===== src/rtl/max7219_receiver.sv =====
// MAX7219 three-wire (DIN/CLK/LOAD) device-side receiver with a MAX7219-compatible register file.
// Optional MAX7219_RECEIVER_FRAME_CHECK_EN drops short frames and pulses out_error instead.
module max7219_receiver #(
    parameter int SYNC_STAGES = 2
) (
    input  logic        clock,
    input  logic        reset,
    input  logic        in_data,
    input  logic        in_clock,
    input  logic        in_load,
    output logic        out_valid,
    output logic [15:0] out_word,
    output logic        out_error,
    output logic [63:0] out_digits,
    output logic [7:0]  out_decode_mode,
    output logic [3:0]  out_intensity,
    output logic [2:0]  out_scan_limit,
    output logic        out_shutdown,
    output logic        out_display_test
);

    logic [SYNC_STAGES-1:0] r_sync_din;
    logic [SYNC_STAGES-1:0] r_sync_clk;
    logic [SYNC_STAGES-1:0] r_sync_load;
    logic                   r_hist_clk;
    logic                   r_hist_load;

    logic [15:0] r_shift;
    logic [4:0]  r_count;
    logic        r_valid;
    logic [15:0] r_word;
    logic        r_error;
    logic [63:0] r_digits;
    logic [7:0]  r_decode;
    logic [3:0]  r_intensity;
    logic [2:0]  r_scan;
    logic        r_shutdown;
    logic        r_dtest;

    logic        w_din;
    logic        w_clk_rise;
    logic        w_load_rise;
    logic [15:0] w_shift_next;
    logic [4:0]  w_count_next;
    logic [3:0]  w_addr;
    logic [2:0]  w_digit_sel;
    logic        w_frame_ok;
    logic        w_commit;
    logic        w_reject;

    // Synchronizers plus one history flop per wire; DIN shares the same depth as CLK so they stay aligned.
    always_ff @(posedge clock or posedge reset) begin
        if (reset) begin
            r_sync_din  <= '0;
            r_sync_clk  <= '0;
            r_sync_load <= '0;
            r_hist_clk  <= 1'b0;
            r_hist_load <= 1'b0;
        end else begin
            r_sync_din  <= {r_sync_din[SYNC_STAGES-2:0], in_data};
            r_sync_clk  <= {r_sync_clk[SYNC_STAGES-2:0], in_clock};
            r_sync_load <= {r_sync_load[SYNC_STAGES-2:0], in_load};
            r_hist_clk  <= r_sync_clk[SYNC_STAGES-1];
            r_hist_load <= r_sync_load[SYNC_STAGES-1];
        end
    end

    assign w_din       = r_sync_din[SYNC_STAGES-1];
    assign w_clk_rise  = r_sync_clk[SYNC_STAGES-1] & ~r_hist_clk;
    assign w_load_rise = r_sync_load[SYNC_STAGES-1] & ~r_hist_load;

    // A CLK edge coinciding with LOAD shifts first, so the commit sees the new bit.
    always_comb begin
        w_shift_next = r_shift;
        w_count_next = r_count;
        if (w_clk_rise) begin
            w_shift_next = {r_shift[14:0], w_din};
            w_count_next = (r_count == 5'd16) ? 5'd16 : r_count + 5'd1;
        end
    end

`ifdef MAX7219_RECEIVER_FRAME_CHECK_EN
    assign w_frame_ok = (w_count_next == 5'd16);
`else
    assign w_frame_ok = 1'b1;
`endif

    assign w_commit    = w_load_rise & w_frame_ok;
    assign w_reject    = w_load_rise & ~w_frame_ok;
    assign w_addr      = w_shift_next[11:8];
    assign w_digit_sel = w_addr[2:0] - 3'd1;

    always_ff @(posedge clock or posedge reset) begin
        if (reset) begin
            r_shift     <= '0;
            r_count     <= '0;
            r_valid     <= 1'b0;
            r_word      <= '0;
            r_error     <= 1'b0;
            r_digits    <= '0;
            r_decode    <= '0;
            r_intensity <= '0;
            r_scan      <= '0;
            r_shutdown  <= 1'b1;
            r_dtest     <= 1'b0;
        end else begin
            r_shift <= w_shift_next;
            r_count <= w_load_rise ? 5'd0 : w_count_next;
            r_valid <= w_commit;
            r_error <= w_reject;
            if (w_commit) begin
                r_word <= w_shift_next;
                case (w_addr)
                    4'h1, 4'h2, 4'h3, 4'h4,
                    4'h5, 4'h6, 4'h7, 4'h8: r_digits[{w_digit_sel, 3'b000} +: 8] <= w_shift_next[7:0];
                    4'h9:    r_decode    <= w_shift_next[7:0];
                    4'hA:    r_intensity <= w_shift_next[3:0];
                    4'hB:    r_scan      <= w_shift_next[2:0];
                    4'hC:    r_shutdown  <= ~w_shift_next[0];
                    4'hF:    r_dtest     <= w_shift_next[0];
                    default: ;
                endcase
            end
        end
    end

    assign out_valid        = r_valid;
    assign out_word         = r_word;
    assign out_error        = r_error;
    assign out_digits       = r_digits;
    assign out_decode_mode  = r_decode;
    assign out_intensity    = r_intensity;
    assign out_scan_limit   = r_scan;
    assign out_shutdown     = r_shutdown;
    assign out_display_test = r_dtest;

endmodule


===== config.mk =====
export PLATFORM = sky130hd
export DESIGN_NAME = max7219_receiver
export DESIGN_NICKNAME = d
export VERILOG_FILES = /design/src/rtl/max7219_receiver.sv
export SDC_FILE = /design/constraint.sdc
export NUM_CORES = 1
export LEC_CHECK = 0
export CAP_MARGIN = 20
export CELL_PAD_IN_SITES_DETAIL_PLACEMENT = 0
export CELL_PAD_IN_SITES_GLOBAL_PLACEMENT = 1
export CORE_ASPECT_RATIO = 0.8
export CORE_UTILIZATION = 37
export CTS_CLUSTER_DIAMETER = 30
export CTS_CLUSTER_SIZE = 40
export DETAILED_ROUTE_END_ITERATION = 8
export HOLD_SLACK_MARGIN = 0.1
export PLACE_DENSITY = 0.82
export SLEW_MARGIN = 20
export SYNTH_ARGS = -nofsm -noshare
export SYNTH_HDL_FRONTEND = slang
export SYNTH_SLANG_ARGS = --single-unit

===== constraint.sdc =====
create_clock -name clock -period 4.2 [get_ports clock]
set_input_delay 0.84 -clock clock [delete_from_list [all_inputs] [get_ports clock]]
set_output_delay 0.84 -clock clock [all_outputs]
set_load 0.02 [all_outputs]

* Word level (Yosys, flattened, before mapping) *
Cells that the tools add are included.
W data, S select, Z words.

word-level totals
  bits in registers = 122
  output and inout port bits = 99
  logic and storage cells = 45

cells by class
  add/sub/neg operators = 2
  eq/ne operators = 13
  shift-type cells = 2
  muxes and demuxes = 2
  bitwise operators = 5
  reductions and logical operators = 7

operators by type and width
  cell                      number
  $bwmux W64                1
  $shift A8 B8 Y64 const A  1
  $shiftx A8 B8 Y64         1
  $eq A4 B4 Y1 const B      6
  $eq A4 B3 Y1 const B      4
  $mux W16                  1
  $reduce_and A2 Y1         6
  $eq A4 B2 Y1 const B      2
  $neg A6 Y8                1
  $reduce_or A8 Y1          1
  $eq A4 B1 Y1 const B      1
  $not A1 Y1                3
  $sub A3 B1 Y3 const B     1
  $and A1 B1 Y1             2

* Longest topological paths before layout *
Gate-level depths: netlist of the first run.

  depth after elaboration = 7
  depth in mapped cells = 18

* Least setup slack after synthesis of the first run *
OpenSTA, ideal clock, no wires.

  path type = register to register
  start = register r_hist_clk
  end = register r_digits[48], in the netlist out_digits[48]
  library setup time = 0.125 ns
  data arrival time = 4.155 ns
  setup slack = -0.080 ns
  stages on the path, launching flop included = 18
  buffers on the path = 3
  clock period less this slack = 4.280 ns
  cell sequence = dfrtp_1 > nand2b_1 > buf_6 > buf_2 > nand2_1 > nand2_1 > inv_1 > ha_1 > nand2b_1 > a21oi_1 > nor2_1 > clkbuf_1 > ha_1 > or3b_1 > a2111oi_1 > a211oi_2 > nor3b_4 > mux2_2

between the ends
  longest elaborated chain between the ends = 7

ends and longest elaborated chain
  what                                                          line  source
  start, declared                                               25    logic r_hist_clk;
  start signal, assigned                                        63    r_hist_clk <= r_sync_clk[SYNC_STAGES-1];
  $not A1 Y1 (*)                                                69    assign w_clk_rise = r_sync_clk[SYNC_STAGES-1] & ~r_hist_clk;
  $and A1 B1 Y1 (*)                                             69
  $mux W16 (*)                                                  76    if (w_clk_rise) begin
  named net w_shift_next[9]                                     43    logic [15:0] w_shift_next;
  $sub A3 B1 Y3                                                 91    assign w_digit_sel = w_addr[2:0] - 3'd1;
  $neg A6 Y8                                                    115   4'h5, 4'h6, 4'h7, 4'h8: r_digits[{w_digit_sel, 3'b000} +: 8] <= w_shift_next[7:0];
  $shiftx A8 B8 Y64 / $shift A8 B8 Y64 (equally long branches)  115
  $bwmux W64                                                    115
  end signal, assigned by index                                 115
  end, declared                                                 33    logic [63:0] r_digits;

The timed path passes the listed nets; every way through them passes the cells marked *.
A chain may end at the register's enable or synchronous reset.

* Worst setup path in the final report of the first run *
  start = register r_hist_clk
  end = register r_digits[5], in the netlist out_digits[5]

The elaborated chain is that of the path after synthesis.

==> results of run 1 <==
critical path, delay by kind of cell, from the launching register on:
family                     cells  cell delay, ns
and+or+nand+nor                7            1.41
AOI/OAI and AO/OA              3            0.76
adders and majority gates      2            0.57
DFF                            1            0.43
buffers and inverters          2            0.37
muxes                          1            0.31
per-layer routing:
metal  GRT usage (%)  wire length [um]
met5               0                 0
met4            5.44               126
met3            6.17               708
met2            27.1              5240
met1            27.2              6220
layout make-up:
cell class	count	area (um^2)
Multi-Input combinational cell	226	1990
Fill cell	1168	6570
Clock buffer	19	443
Clock inverter	13	104
Tap cell	180	225
Inverter	16	62.6
Timing Repair Buffer	112	1110
Sequential cell	122	3050
worst paths after layout:
check	startpoint	end	slack, ns	cells past startpoint
worst max-delay path	r_hist_clk	out_digits[5]	0.25	15
worst min-delay path	r_sync_din[0]	r_sync_din[1]	0.35	0
worst max register to register	r_hist_clk	out_digits[5]	0.25	15
worst min register to register	r_sync_din[0]	r_sync_din[1]	0.35	0
max in group asynchronous	reset	out_digits[24]	2.47	3
min in group asynchronous	reset	out_decode_mode[0]	0.94	2
power by group:
part           leakage, nW  internal [mW]  switching, mW
clock network        0.264          0.821          0.521
logic                 1.37          0.736          0.921
registers             1.63           1.46          0.202
state kept, by name (all words and copies together), names as in the netlist, 2 cells and up:
name             cells
out_decode_mode      8
out_digits          64
out_intensity        4
out_scan_limit       3
out_word            16
r_shift             16
r_sync_clk           2
r_sync_din           2
r_sync_load          2
what timing repair did:
| item | 4_1_cts | 5_1_grt |
|---|---|---|
| resized for setup | 0 | 9 |
| setup endpoints to repair | 0 | 52 |
| hold buffers | 0 | 0 |
| setup buffers | 0 | 2 |
metrics by stage:
step	setup WS, ns	std cells
after floorplan	0.0666	377
after global placement	0.331	654
after detailed placement	0.0992	654
after CTS	0.0396	686
after global routing	-0.000844	688
final	0.250	688
Yosys cell counts, drive strengths merged, types with 2 or more instances:
cell type | n | area (um^2)
nand4 | 2 | 12.5
dfrtp | 121 | 3030
nor3 | 2 | 10.0
mux2 | 79 | 976
nor2 | 16 | 72.6
o21ai | 15 | 75.1
a21o | 2 | 15.0
ha | 6 | 75.1
clkinv | 2 | 7.51
inv | 14 | 52.6
mux2i | 8 | 80.1
a21oi | 10 | 50.1
buf | 8 | 62.6
nand2 | 47 | 179
a2111oi | 4 | 73.8
nand3b | 2 | 15.0
or2 | 2 | 12.5
clkbuf | 5 | 18.8
nand2b | 6 | 37.5
a211oi | 9 | 77.6
and3b | 2 | 17.5
nor3b | 3 | 56.3
kinds of logic after synthesis:
kind of cell / count (synthesis)
flops: 122
mux: 87
simple gates: 87
compound gates: 45
buf+inv: 29
fa+ha+maj: 6
other cells: 1
==> results.tsv, run 1 <==
metric	value	unit
syn-num-nets	388	
synthesis.area	5130	um^2
gr-total-overflow	0	
clk_latency	0.41	ns
maxCapViolations	0	
dieArea	14300	um^2
fin_crit	3.95	ns
synth_compound_area_share	6.41	%
dieHeight	107	um
cp.arrival	4.24	ns
cp-end-kind	flop	
grt_pass1_wl	20200	um
maxSlewViolCount	0	
n_antenna_cell	0	
holdWs	0.346	ns
dieWidth	134	um
worst_pin_slew	0.924	ns
htree_levels	4	
syn_inst	377	
io_pins	104	
grt_max_degree	65	
dp_hpwl	8340	um
synth_edf_count	0	
wire_per_inst	17.9	um
yosysSeqAreaShare	59.5	%
drive_above_1_share	24.8	%
hold_class	reg2reg	
ys_seq_elements	122	
yosys.cell_types.count	47	
layout_commonest_cell	dfrtp_1	
tns	0	ns
ys_warn_count	0	
max_freq	253	MHz
hold_viol	0	
cts_buffer_depth	2	
crit_path_max_incr_delay	0.46	ns
cp_cell_sequence	nand2b_1 > nand2_1 > nand2_1 > inv_1 > ha_2 > nand2b_1 > a21oi_4 > nor2_1 > ha_1 > or3b_1 > a2111oi_2 > a211oi_2 > nand4bb_1 > buf_4 > mux2_4	
synthXorXnorAreaFrac	0	%
cts_tree	built	
grt_pass1_vias	3609	
path_clk_slew	0.06	ns
setup_viol	0	
numCtsBuffers	17	
cts_root_buf	clkbuf_16	
cpMaxStageDelayCell	or3b_1	
postSynth.topFlopCell	dfrtp_1	
viasPerCell	4.94	
wirelength	12300	um
cp.required	4.49	ns
relSlewSlack	36.6	%
gp_routability_congestion	0.861	
dpl_cell_area	6380	um^2
track_usage	18.9	%
skew	0.00790	ns
crit_type	reg2reg	
status	completed	
final_nets	506	
route.detailed.drc	0	
antenna_found_initial	0	
mostFrequentLayoutCells	dfrtp_1, clkdlybuf4s50_1, nand2_1	
area_growth	36.1	%
start_kind	flop	
coreArea	13600	um^2
synthAdderAreaFrac	1.46	%
async_flop_share	100	%
p_per_area	667	nW/um^2
numClockSinks	122	
cp_max_fo	8	
numPortBuffers	102	
vias	3400	
synthMuxAreaShare	20.6	%
synth_top_family_by_area	multiplexers	
fin_util	51.5	%
power.leakage	3.26	nW
synth_simple_gate_area_share	9.22	%
fin_crit_sh	94.1	%
design_area	6980	um^2
drtPass1Iterations	4	
row_count	38	
fin_total_pwr	4.66	mW
initial_core_util	37.9	%
drtAntennaViolNets	0	
peakVddDrop	0.350	mV
avgSynthCellArea	13.6	um^2
drt_first_iter_violations	157	
(Power assumes the default switching activity.)
==> inputs of run 2 (changes only) <==
--- a/config.mk
+++ b/config.mk
@@ -13,6 +13,7 @@
 export CTS_CLUSTER_DIAMETER = 30
 export CTS_CLUSTER_SIZE = 40
 export DETAILED_ROUTE_END_ITERATION = 8
+export GPL_TIMING_DRIVEN = 0
 export HOLD_SLACK_MARGIN = 0.1
 export PLACE_DENSITY = 0.82
 export SLEW_MARGIN = 20
==> results.tsv, run 2 (same netlist as run 1, synthesis figures left out) <==
metric	value	unit
drtPass1Iterations	6	
cts_buffer_depth	2	
skew	0.0115	ns
io_pins	104	
maxCapViolations	0	
initial_core_util	37.9	%
dp_hpwl	8350	um
start_kind	flop	
fin_crit_sh	95.8	%
holdWs	0.352	ns
dieWidth	134	um
layout_setup_ws	0.177	ns
numCtsBuffers	17	
route.detailed.drc	0	
cts_tree	built	
grt_pass1_wl	19600	um
grt_pass1_vias	3507	
rsz0062_at_grt	no	
area_growth	43.4	%
status	completed	
max_freq	249	MHz
hold_viol	0	
tns	0	ns
dieArea	14300	um^2
p_per_area	691	nW/um^2
final_cells	705	
n_antenna_cell	0	
cp-end-kind	flop	
drt_first_iter_violations	158	
worst_pin_slew	0.975	ns
dp.cells	660	
power.leakage	3.43	nW
dp_slack	-0.687	ns
numPortBuffers	102	
hold_class	reg2reg	
gp_routability_congestion	0.827	
wirelength	12400	um
cp_max_fo	10	
row_count	38	
largest_reg_flops	64	
peakVddDrop	0.371	mV
numClockSinks	122	
drive_above_1_share	27.0	%
vias	3420	
clk_latency	0.41	ns
crit_path_max_incr_delay	0.45	ns
cts_root_buf	clkbuf_16	
dieHeight	107	um
wire_per_inst	17.6	um
drtAntennaViolNets	0	
cpMaxStageDelayCell	or3b_4	
path_clk_slew	0.05	ns
cp.required	4.48	ns
grt_max_degree	72	
final_nets	523	
fin_util	54.3	%
crit_type	reg2reg	
design_area	7360	um^2
cp.arrival	4.31	ns
dpl_cell_area	6420	um^2
mostFrequentLayoutCells	dfrtp_1, clkdlybuf4s50_1, nand2_1	
cp_cell_sequence	nand2b_1 > buf_6 > buf_4 > nand2_1 > nand2_2 > inv_2 > ha_4 > nand2b_1 > a21oi_4 > nor2_4 > buf_4 > ha_1 > or3b_4 > a2111oi_4 > a211oi_4 > nor3b_4 > buf_12 > mux2_2	
gr-total-overflow	0	
htree_levels	4	
maxSlewViolCount	0	
fin_total_pwr	5.08	mW
antenna_found_initial	0	
relSlewSlack	33.2	%
coreArea	13600	um^2
fin_crit	4.02	ns
layout_commonest_cell	dfrtp_1	
viasPerCell	4.85	
track_usage	18.6	%
setup_viol	0	
==> run 2: changes by cell type in the layout (fill, tap and decap cells not counted), sizes merged <==
cell	change
buf	+13
clkbuf	+11
clkinv	-6
bufinv	+4
clkinvlp	-4
inv	-1
==> run 2: timing repair <==
action                                 4_1_cts  5_1_grt
hold buffers                                 0        0
pin swaps                                    6        2
cloned                                       0        0
buffers inserted                             4        9
resized for setup                           17        7
setup endpoints to repair                   64       64
endpoints found under the hold margin        0        0
==> run 2: power by group <==
group	switching, mW	leakage (nW)	total, mW	internal (mW)
combinational	0.976	1.46	1.78	0.808
sequential	0.178	1.62	1.64	1.46
clock	0.497	0.337	1.66	1.16
total	1.65	3.43	5.08	3.43
==> run 2: per-layer routing <==
layer | share of wire (%) | vias up | track usage (%)
li1 | - | 1581 | -
met1 | 47 | 1734 | 25.4
met2 | 44 | 98 | 26.9
met3 | 7.6 | 7 | 7.02
met4 | 0.60 | 0 | 6.74
met5 | 0 | - | 0
==> run 2: layout make-up <==
cell class / instances / area [um^2]
plain buffers: 13 / 95.1
clock inverters: 6 / 155
multi-input cells: 226 / 2060
clock buffers: 26 / 529
well taps: 180 / 225
repair buffers: 116 / 1170
fillers: 1106 / 6190
inverters: 16 / 65.1
flip-flops and latches: 122 / 3060
==> run 2: path summary, 6_finish.rpt <==
check	from	to	slack [ns]	depth (start not counted)
setup / recovery	r_hist_clk	out_digits[55]	0.18	18
hold / removal	r_sync_clk[0]	r_sync_clk[1]	0.35	0
setup reg to reg	r_hist_clk	out_digits[55]	0.18	18
hold reg to reg	r_sync_clk[0]	r_sync_clk[1]	0.35	0
max in group asynchronous	reset	out_shutdown	2.59	3
min in group asynchronous	reset	out_intensity[1]	0.90	2
==> run 2: worst max-delay path, delay by kind of cell (launching register included) <==
kind / cells / cell delay (ns)
simple gates: 7 / 1.27
buf+inv: 5 / 0.73
compound gates: 3 / 0.61
fa+ha+maj: 2 / 0.53
flops: 1 / 0.42
mux: 1 / 0.33
